File: src/rtl/dh_pkg.sv
// dh_pkg: shared types and limits for the Duck Hunt game-flow blocks.
// Rev 1.0
`default_nettype none

package dh_pkg;

   typedef enum logic [2:0] {
      IDLE,
      BANNER,
      LAUNCH,
      FLIGHT,
      HIT_ANIM,
      ESCAPE,
      ROUND_END,
      GAME_OVER
   } round_state_t;

   localparam int MAX_ROUND   = 99;
   localparam int H_SPEED_MAX = 31;

   // Duck speed for a given round: one step faster per round, clamped.
   function automatic logic [4:0] speed_for_round(input int base, input logic [6:0] rnd);
      int s;
      s = base + int'(rnd) - 1;
      return (s > H_SPEED_MAX) ? 5'(H_SPEED_MAX) : 5'(s);
   endfunction

endpackage

`default_nettype wire

File: src/rtl/frame_timer.sv
// frame_timer: loadable down-counter of frame ticks with a pause gate; done fires on the tick seen at zero.
// Rev 1.0
`default_nettype none

module frame_timer #(
   parameter int WIDTH = 10
) (
   input  logic             clk,
   input  logic             rst,
   input  logic             load,
   input  logic [WIDTH-1:0] load_val,
   input  logic             tick,
   input  logic             pause,
   output logic             done
);

   logic [WIDTH-1:0] r_cnt;

   always_ff @(posedge clk or posedge rst) begin
      if (rst) begin
         r_cnt <= '0;
      end else if (load) begin
         r_cnt <= load_val;
      end else if (tick && !pause && (r_cnt != '0)) begin
         r_cnt <= r_cnt - 1'b1;
      end
   end

   // Combinational so a frame pulse moves the sequencer on the very next edge.
   assign done = tick & ~pause & (r_cnt == '0);

endmodule

`default_nettype wire

File: src/rtl/ctl_round.sv
// ctl_round: Duck Hunt game-flow sequencer (banner, launch, flight, hit/escape, round evaluation, game over).
// Optional macro CTL_ROUND_SPEEDUP_EN raises h_speed by one per round. Rev 1.0
`default_nettype none

module ctl_round
   import dh_pkg::*;
#(
   parameter int DUCKS_PER_ROUND = 10,
   parameter int SHOTS_PER_DUCK  = 3,
   parameter int PASS_HITS       = 6,
   parameter int BANNER_FRAMES   = 120,
   parameter int FLIGHT_FRAMES   = 600,
   parameter int ANIM_FRAMES     = 60,
   parameter int H_SPEED_BASE    = 10
) (
   input  logic       clk,
   input  logic       rst,
   input  logic       new_frame,
   input  logic       start,
   input  logic       pause,
   input  logic       hit,
   input  logic       shot_fired,
   output logic       duck_launch,
   output logic       duck_active,
   output logic       duck_falling,
   output logic       ammo_reload,
   output logic       banner_on,
   output logic       game_over,
   output logic [6:0] round_num,
   output logic [3:0] ducks_hit,
   output logic [3:0] duck_idx,
   output logic [1:0] shots_left,
   output logic [4:0] h_speed
);

   localparam logic [9:0] C_BANNER_LD = 10'(BANNER_FRAMES - 1);
   localparam logic [9:0] C_FLIGHT_LD = 10'(FLIGHT_FRAMES - 1);
   localparam logic [9:0] C_ANIM_LD   = 10'(ANIM_FRAMES - 1);
   localparam logic [3:0] C_LAST_IDX  = 4'(DUCKS_PER_ROUND - 1);
   localparam logic [1:0] C_SHOTS     = 2'(SHOTS_PER_DUCK);

   round_state_t r_state;
   round_state_t w_state_nx;
   logic [6:0]   w_round_nx;
   logic [3:0]   w_hits_nx;
   logic [3:0]   w_idx_nx;
   logic [1:0]   w_shots_nx;
   logic         w_tmr_load;
   logic [9:0]   w_tmr_val;
   logic         w_tmr_done;
   logic         w_run;

   assign w_run = ~pause;

   frame_timer #(
      .WIDTH (10)
   ) u_frame_timer (
      .clk      (clk),
      .rst      (rst),
      .load     (w_tmr_load),
      .load_val (w_tmr_val),
      .tick     (new_frame),
      .pause    (pause),
      .done     (w_tmr_done)
   );

   always_comb begin
      w_state_nx = r_state;
      w_round_nx = round_num;
      w_hits_nx  = ducks_hit;
      w_idx_nx   = duck_idx;
      w_shots_nx = shots_left;

      case (r_state)
         IDLE, GAME_OVER: begin
            if (start) begin
               w_state_nx = BANNER;
               w_round_nx = 7'd1;
               w_hits_nx  = 4'd0;
               w_idx_nx   = 4'd0;
            end
         end
         BANNER: begin
            if (w_tmr_done) w_state_nx = LAUNCH;
         end
         LAUNCH: begin
            // Launch always completes, even under pause; FLIGHT then holds.
            w_state_nx = FLIGHT;
         end
         FLIGHT: begin
            if (w_run) begin
               if (hit) begin
                  w_state_nx = HIT_ANIM;
                  w_hits_nx  = (ducks_hit == 4'd15) ? ducks_hit : ducks_hit + 4'd1;
               end else if (shot_fired) begin
                  w_shots_nx = shots_left - 2'd1;
                  if (shots_left <= 2'd1) w_state_nx = ESCAPE;
               end else if (w_tmr_done) begin
                  w_state_nx = ESCAPE;
               end
            end
         end
         HIT_ANIM, ESCAPE: begin
            if (w_tmr_done) begin
               if (duck_idx == C_LAST_IDX) begin
                  w_state_nx = ROUND_END;
               end else begin
                  w_idx_nx   = duck_idx + 4'd1;
                  w_state_nx = LAUNCH;
               end
            end
         end
         ROUND_END: begin
            if (w_run) begin
               if (int'(ducks_hit) >= PASS_HITS) begin
                  w_round_nx = (int'(round_num) >= MAX_ROUND) ? round_num : round_num + 7'd1;
                  w_hits_nx  = 4'd0;
                  w_idx_nx   = 4'd0;
                  w_state_nx = BANNER;
               end else begin
                  w_state_nx = GAME_OVER;
               end
            end
         end
         default: w_state_nx = IDLE;
      endcase

      if ((w_state_nx == LAUNCH) && (r_state != LAUNCH)) w_shots_nx = C_SHOTS;

      // Every state entry restarts the frame count for that state's wait.
      w_tmr_load = (w_state_nx != r_state);
      case (w_state_nx)
         BANNER:           w_tmr_val = C_BANNER_LD;
         FLIGHT:           w_tmr_val = C_FLIGHT_LD;
         HIT_ANIM, ESCAPE: w_tmr_val = C_ANIM_LD;
         default:          w_tmr_val = 10'd0;
      endcase
   end

   always_ff @(posedge clk or posedge rst) begin
      if (rst) begin
         r_state      <= IDLE;
         round_num    <= 7'd1;
         ducks_hit    <= 4'd0;
         duck_idx     <= 4'd0;
         shots_left   <= C_SHOTS;
         duck_launch  <= 1'b0;
         ammo_reload  <= 1'b0;
         duck_active  <= 1'b0;
         duck_falling <= 1'b0;
         banner_on    <= 1'b0;
         game_over    <= 1'b0;
      end else begin
         r_state      <= w_state_nx;
         round_num    <= w_round_nx;
         ducks_hit    <= w_hits_nx;
         duck_idx     <= w_idx_nx;
         shots_left   <= w_shots_nx;
         duck_launch  <= (w_state_nx == LAUNCH);
         ammo_reload  <= (w_state_nx == LAUNCH);
         duck_active  <= (w_state_nx == FLIGHT);
         duck_falling <= (w_state_nx == HIT_ANIM);
         banner_on    <= (w_state_nx == BANNER);
         game_over    <= (w_state_nx == GAME_OVER);
      end
   end

`ifdef CTL_ROUND_SPEEDUP_EN
   logic [4:0] r_speed;

   always_ff @(posedge clk or posedge rst) begin
      if (rst) begin
         r_speed <= 5'(H_SPEED_BASE);
      end else if ((r_state == ROUND_END) && (w_state_nx == BANNER)) begin
         r_speed <= speed_for_round(H_SPEED_BASE, w_round_nx);
      end else if ((r_state == IDLE || r_state == GAME_OVER) && (w_state_nx == BANNER)) begin
         r_speed <= 5'(H_SPEED_BASE);
      end
   end

   assign h_speed = r_speed;
`else
   assign h_speed = 5'(H_SPEED_BASE);
`endif

endmodule

`default_nettype wire

File: config.mk
export PLATFORM = sky130hd
export DESIGN_NAME = ctl_round
export DESIGN_NICKNAME = d
export VERILOG_FILES = /design/src/rtl/dh_pkg.sv /design/src/rtl/frame_timer.sv /design/src/rtl/ctl_round.sv
export SDC_FILE = /design/constraint.sdc
export NUM_CORES = 1
export LEC_CHECK = 0
export ABC_CLOCK_PERIOD_IN_PS = 5900
export CAP_MARGIN = 40
export CORE_MARGIN = 5
export CORE_UTILIZATION = 40
export CTS_BUF_LIST = sky130_fd_sc_hd__clkbuf_4
export DETAILED_ROUTE_END_ITERATION = 8
export SLEW_MARGIN = 20
export SYNTH_ARGS = -nofsm -noshare
export SYNTH_HDL_FRONTEND = slang
export SYNTH_HIERARCHICAL = 1
export SYNTH_SLANG_ARGS = --single-unit
File: constraint.sdc
create_clock -name clk -period 5.9 [get_ports clk]
set_input_delay 0.59 -clock clk [delete_from_list [all_inputs] [get_ports clk]]
set_output_delay 0.59 -clock clk [all_outputs]
set_load 0.02 [all_outputs]
---- Word-level counts from Yosys, hierarchy flattened ----
Cells that the tools add are included.
cells by class
  eq/ne operators ......................... 28
  order comparisons ....................... 3
  bitwise operators ....................... 3
  muxes and demuxes ....................... 35
  add/sub/neg operators ................... 5
  reductions and logical operators ........ 20
operators by type and width
  kind                                                                   count
  3-bit two-way mux                                                      11
  4-bit two-way mux                                                      8
  10-bit one-hot mux with 3 select lines                                 1
  7-bit two-way mux                                                      4
  4-bit one-hot mux with 3 select lines                                  2
  3-bit == test (second input constant)                                  7
  10-bit two-way mux                                                     2
  3-bit one-hot mux with 6 select lines                                  1
  2-bit != test (second input constant)                                  8
  7-bit one-hot mux with 2 select lines                                  1
  3-bit by 2-bit == test with 1-bit output (second input constant)       4
  10-bit logical NOT                                                     1
  2-bit two-way mux                                                      5
  10-bit nonzero test                                                    1
  10-bit by 1-bit subtractor with 10-bit output (second input constant)  1
  4-bit by 1-bit adder with 4-bit output (second input constant)         2
  4-bit == test (second input constant)                                  2
  2-bit nonzero test                                                     4
  7-bit by 1-bit adder with 7-bit output (second input constant)         1
  7-bit greater-or-equal comparator (second input constant)              1
  7-bit AND reduction                                                    1
  3-bit by 1-bit == test with 1-bit output (second input constant)       2
  2-bit by 1-bit != test with 1-bit output (second input constant)       3
  6-bit AND reduction                                                    1
  other kinds (14)                                                       20
word-level totals
  logic and storage cells ................. 105
  input bits .............................. 7
  output and inout bits ................... 28
  register bits after elaboration ......... 35

---- Depth between registers and ports, before layout ----
  depth after elaboration ................. 12
  depth in mapped cells ................... 13
  gate-level depth less buffers ........... 12

---- Cells and area by module ----
The synthesis kept the hierarchy.
by module, submodules not included
  module       cells each  sequential area each (µm²)  area each (µm²)  times used
  ctl_round    172         629.4                       1,557.7          1
  frame_timer  73          250.2                       671.9            1

---- Least setup slack after synthesis ----
Ideal clock, no wire load.
  kind .................................... register -> register
  start ................................... register u_frame_timer.r_cnt[0]
  end ..................................... register u_frame_timer.r_cnt[1]
  setup time .............................. 0.135 ns
  arrival time ............................ 2.539 ns
  path buffers ............................ 1
  stages on the path, launching flop included .. 14
  slack ................................... 3.226 ns
  period minus slack after synthesis ...... 2.674 ns
  required time ........................... 5.765 ns
  cells stage by stage .................... dfrtp_1 inv_1 ha_1 nor2b_1 nand3_1 nor2_1 nor2b_1 o311ai_2 o2111ai_2 o211ai_1 clkbuf_1 nor3_1 a22oi_1 o31ai_1
on the way
  elaborated cells between the ends (all ways) .. 22
  those cells by class .................... 1 x add/sub; 5 x eq/ne; 10 x mux; 1 x bitwise; 5 x reduce/logical
RTL lines
  what                                                      RTL line           RTL
  start: declaration                                        frame_timer.sv:17  logic [WIDTH-1:0] r_cnt;
  start signal: assignment                                  frame_timer.sv:23  r_cnt <= load_val;
  start signal: assignment                                  frame_timer.sv:25  r_cnt <= r_cnt - 1'b1;
  10-bit logical NOT (*)                                    frame_timer.sv:30  assign done = tick & ~pause & (r_cnt == '0);
  1-bit AND (*)                                             frame_timer.sv:30
  via w_tmr_done                                            ctl_round.sv:50    logic w_tmr_done;
  3-bit two-way mux                                         ctl_round.sv:98    end else if (w_tmr_done) begin
  3-bit two-way mux                                         ctl_round.sv:95    end else if (shot_fired) begin
  3-bit two-way mux                                         ctl_round.sv:92    if (hit) begin
  3-bit two-way mux                                         ctl_round.sv:91    if (w_run) begin
  3-bit one-hot mux with 6 select lines (*)                 ctl_round.sv:74    case (r_state)
  via w_state_nx[2]                                         ctl_round.sv:43    round_state_t w_state_nx;
  3-bit != test (*)                                         ctl_round.sv:131   w_tmr_load = (w_state_nx != r_state);
  via w_tmr_load                                            ctl_round.sv:48    logic w_tmr_load;
  10-bit two-way mux or 2-bit nonzero test (tied branches)  --
The timed path passes the listed nets; every way through them passes the cells marked *. The select of a mux whose other input is x is not followed.
A chain may end at the register's enable or synchronous reset.

---- Final worst setup path ----
  start ................................... register u_frame_timer.r_cnt[5]
  end ..................................... register u_frame_timer.r_cnt[1]
on the way
  word-level cells in the longest chain between the ends .. 11
  elaborated cells between the ends (all ways) .. 20
  those cells by class .................... 5 x eq/ne; 9 x mux; 1 x bitwise; 5 x reduce/logical
RTL lines
  what                                       RTL line           RTL
  10-bit logical NOT (*)                     frame_timer.sv:30
  1-bit AND (*)                              frame_timer.sv:30
  via w_tmr_done                             ctl_round.sv:50
  3-bit two-way mux                          ctl_round.sv:98
  3-bit two-way mux                          ctl_round.sv:95
  3-bit two-way mux                          ctl_round.sv:92
  3-bit two-way mux                          ctl_round.sv:91
  3-bit one-hot mux with 6 select lines (*)  ctl_round.sv:74
  via w_state_nx[1]                          ctl_round.sv:43
  3-bit == test                              ctl_round.sv:132   case (w_state_nx)
  2-bit OR reduction                         ctl_round.sv:132
  10-bit one-hot mux with 3 select lines     ctl_round.sv:132
  10-bit two-way mux                         frame_timer.sv:22  end else if (load) begin
The timed path passes the listed nets; every way through them passes the cells marked *.

==> results.md <==
* Status: finished clean
* Routed Antenna Nets at 0
* Async SR Flop Fraction at 1.000
* Num CTS Buffers at 5
* Core footprint at between 5000 and 6000 µm²
* Hold-fix buffers, CTS at 0
* Final HPWL DP at roughly 3600 µm
* Reg2reg start: u_frame_timer/r_cnt[5]$_DFFE_PP0P_
* Final net count at 290
* Crit-path cells: nor4_2 -> nand3_1 -> nor2_1 -> o21ai_0 -> mux2_2 -> o211ai_1 -> or2b_1 -> nand2_1 -> a22oi_1 -> o31ai_1
* Die W at around 85 µm
* Filler cell count at 542
* Static Leak at about 1.1 nW
* Max_cap viols at 0
* Worst EP arrival at roughly 3.3 ns
* Worst Hold Path Cells at 1
* EDFF count, synth at 0
* Area grow syn2layout at 18.80%
* Die ar. at ~7200 µm²
* Setup TNS at 0 ns
* Die height at about 85 µm
* Setup CP Type: flip-flop to flip-flop
* Layout Skew at 0.007977 ns
* Post-Syn Area per Cell at just over 9 µm²
* Initial Util at 0.4074
* Vias/cell at about 5.2
* Reg2Reg Depth at 10
* First-pass GRT wire length at 8017 µm
* Initial antenna violation count at 0
* Global routing's busiest layer: met1
* FMAX at between 300 and 400 MHz
* Global-route usage over all layers at 0.1346
* First-pass iteration count of the detailed router at 4
* Drt drc at 0
* # Post-CTS Setup Buffers at 0
* CTS tree: built
* Fin util at 0.4840
* Syn Std Cell Area at about 2200 µm²
* Seq/Total Area, Yosys at 0.3945
* Final WL at between 4000 and 5000 µm
* Main flop type after synthesis: dfrtp_1
* Final hold vios at 0
* Hold Crit Class: flip-flop to flip-flop
* Worst vdd ir at approximately 210 µV
* Fraction of layout cells with a size suffix above 1 at 0.1043
* Post-DP Area at between 2000 and 3000 µm²
* Ports at 35
* CP Capture Type: flip-flop
* Largest net degree at the start of global routing at 23
* Reg-to-reg endpoint: u_frame_timer/r_cnt[1]$_DFFE_PP0P_
* Critical Path RT at between 6 and 7 ns
* Gpl congestion at approximately 0.85
* Worst-Skew Late Latency at around 0.33 ns
* Top delay family on crit path: simple AND/OR/NAND/NOR gates
* Rows at 27
* GR Util met2 at 0.1936
* Number of diodes at 0
* Fin area at around 2600 µm²
* Power density cells at approximately 390 nW/µm²
* CTS root buffer: clkbuf_4
* Clock-pin slew on the worst setup and hold paths at around 0.11 ns
* CP max-delay cell: nor4_2
* CP bufs+invs at 0
* DR vias at around 1,800
* Met1 Use GR at 0.1992
* Iteration-0 DRC Markers at 87
* CP startpoint kind: flip-flop
* Routed wire per std cell at around 13 µm
* Hold Startpoint: duck_idx[3]$_DFFE_PP0P_
* Reg area at approximately 900 µm²
* Post-cts sizing count at 0
* R2R setup slack at ~2.8 ns
* Yosys reg bits at 35
* H-Tree Depth at 2
* Footprint of the multi-input gates at 1241 µm²
* Buffers on Ports at 29
* Pins over their slew limit at 0
* Crit-path max FO at 6
* Warnings, synthesis at 6
* Met3 Usage GRT at 0.02748
* Post-synthesis cell type count at a little under 60
* Number of clock sinks at 35
* Period utilization at 0.5236
* Bufs on Longest Clock Path at 2
* RSZ-0062 raised after global routing: false
* Period minus WS final at between 3 and 4 ns
* Max stage delay on crit path at approximately 0.49 ns
* Final setup fails at 0
* Vias in the first global route at around 1,700
* GRT overflow at 0
* Hold path endpoint: duck_idx[3]$_DFFE_PP0P_
* Synth Instances at 245
per-layer routing:
layer | share of wire | routed length [µm]
met5 | 0 | 0
met3 | 0.036 | 171
met4 | 0.0062 | 29
met2 | 0.44 | 2064
met1 | 0.52 | 2430
how the worst max path moves through the flow:
stage	from	endpoint	slack, ns	depth (start not counted)
finish	u_frame_timer/r_cnt[5]$_DFFE_PP0P_	u_frame_timer/r_cnt[1]$_DFFE_PP0P_	2.81	10
global route	u_frame_timer/r_cnt[5]$_DFFE_PP0P_	u_frame_timer/r_cnt[1]$_DFFE_PP0P_	2.51	10
CTS	pause	u_frame_timer/r_cnt[8]$_DFFE_PP0P_	2.84	10
detailed placement	pause	u_frame_timer/r_cnt[8]$_DFFE_PP0P_	2.50	10
global placement	pause	u_frame_timer/r_cnt[8]$_DFFE_PP0P_	2.58	10
floorplan	u_frame_timer/r_cnt[0]$_DFFE_PP0P_	u_frame_timer/r_cnt[1]$_DFFE_PP0P_	3.23	13
sequential cells by signal (all words and copies together) (netlist names):
signal / count
u_frame_timer/r_cnt: 10
round_num: 7
duck_idx: 4
ducks_hit: 4
r_state: 3
shots_left: 2
ammo_reload: 1
banner_on: 1
duck_active: 1
duck_falling: 1
game_over: 1
kinds of logic after synthesis:
family | Yosys count | synth area share
and+or+nand+nor | 106 | 0.2778
AOI/OAI and AO/OA | 56 | 0.1762
DFF | 35 | 0.3945
buffers and inverters | 27 | 0.05724
muxes | 8 | 0.03760
adders and majority gates | 6 | 0.03367
xor gates and xnor gates | 5 | 0.01964
other | 2 | 0.003368
worst reg2reg max path: stages (launching register included):
cell      delay, ns
dfrtp_1        0.46
nor4_2         0.49
nand3_1        0.28
nor2_1         0.40
o21ai_0        0.15
mux2_2         0.30
o211ai_1       0.33
or2b_1         0.19
nand2_1        0.10
a22oi_1        0.21
o31ai_1        0.09
layout by cell type, fill, tap and decap left out, types with 5 or more instances in the layout:
master / instances
clkdlybuf4s50_1: 29
ha_1: 6
nand2_1: 21
nand3_1: 12
o21ai_0: 10
clkbuf_4: 6
inv_1: 16
conb_1: 7
a21oi_1: 8
o21ai_1: 11
nor2_1: 22
dfrtp_1: 32
mux2i_1: 5
nand2b_1: 8
cell type report:
cell class	count	share of cell area
well taps	72	0.03401
flip-flops and latches	35	0.3321
clock inverters	2	0.002834
clock buffers	6	0.01701
repair buffers	31	0.1228
inverters	16	0.02267
multi-input cells	188	0.4686
power by group:
| part | internal (mW) | total (mW) | switching (mW) |
|---|---|---|---|
| clock network | 0.0488 | 0.127 | 0.0778 |
| logic | 0.215 | 0.492 | 0.277 |
| registers | 0.321 | 0.425 | 0.104 |
| total | 0.585 | 1.04 | 0.459 |
cells in the mapped netlist (4+ instances only):
cell type | instances | area [µm²]
or3_1 | 4 | 25.02
nand3_1 | 12 | 60.06
buf_4 | 6 | 45.04
inv_1 | 16 | 60.06
and3b_1 | 4 | 35.03
mux2i_1 | 5 | 50.05
a21oi_1 | 8 | 40.04
ha_1 | 6 | 75.07
nor2b_1 | 4 | 25.02
o21ai_0 | 10 | 50.05
dfrtp_1 | 32 | 800.8
o21ai_1 | 11 | 55.05
nor2_1 | 22 | 82.58
nor3_1 | 4 | 20.02
nand2b_1 | 8 | 50.05
o31ai_1 | 4 | 30.03
nand3b_1 | 4 | 30.03
nand2_1 | 21 | 78.83
nor3b_1 | 4 | 30.03
stage by stage:
| stage | cells | hold WS (ns) | total power, mW | setup slack, ns |
|---|---|---|---|---|
| floorplan | 250 | 0.4302 | 0.7747 | 3.226 |
| global placement | 341 | 0.5033 | 0.9174 | 2.580 |
| detailed placement | 342 | 0.5021 | 0.9208 | 2.502 |
| CTS | 350 | 0.5166 | 1.053 | 2.835 |
| global route | 350 | 0.5401 | 1.136 | 2.513 |
| finish | 350 | 0.5131 | 1.043 | 2.811 |
Power figures use the tool's default switching activity.
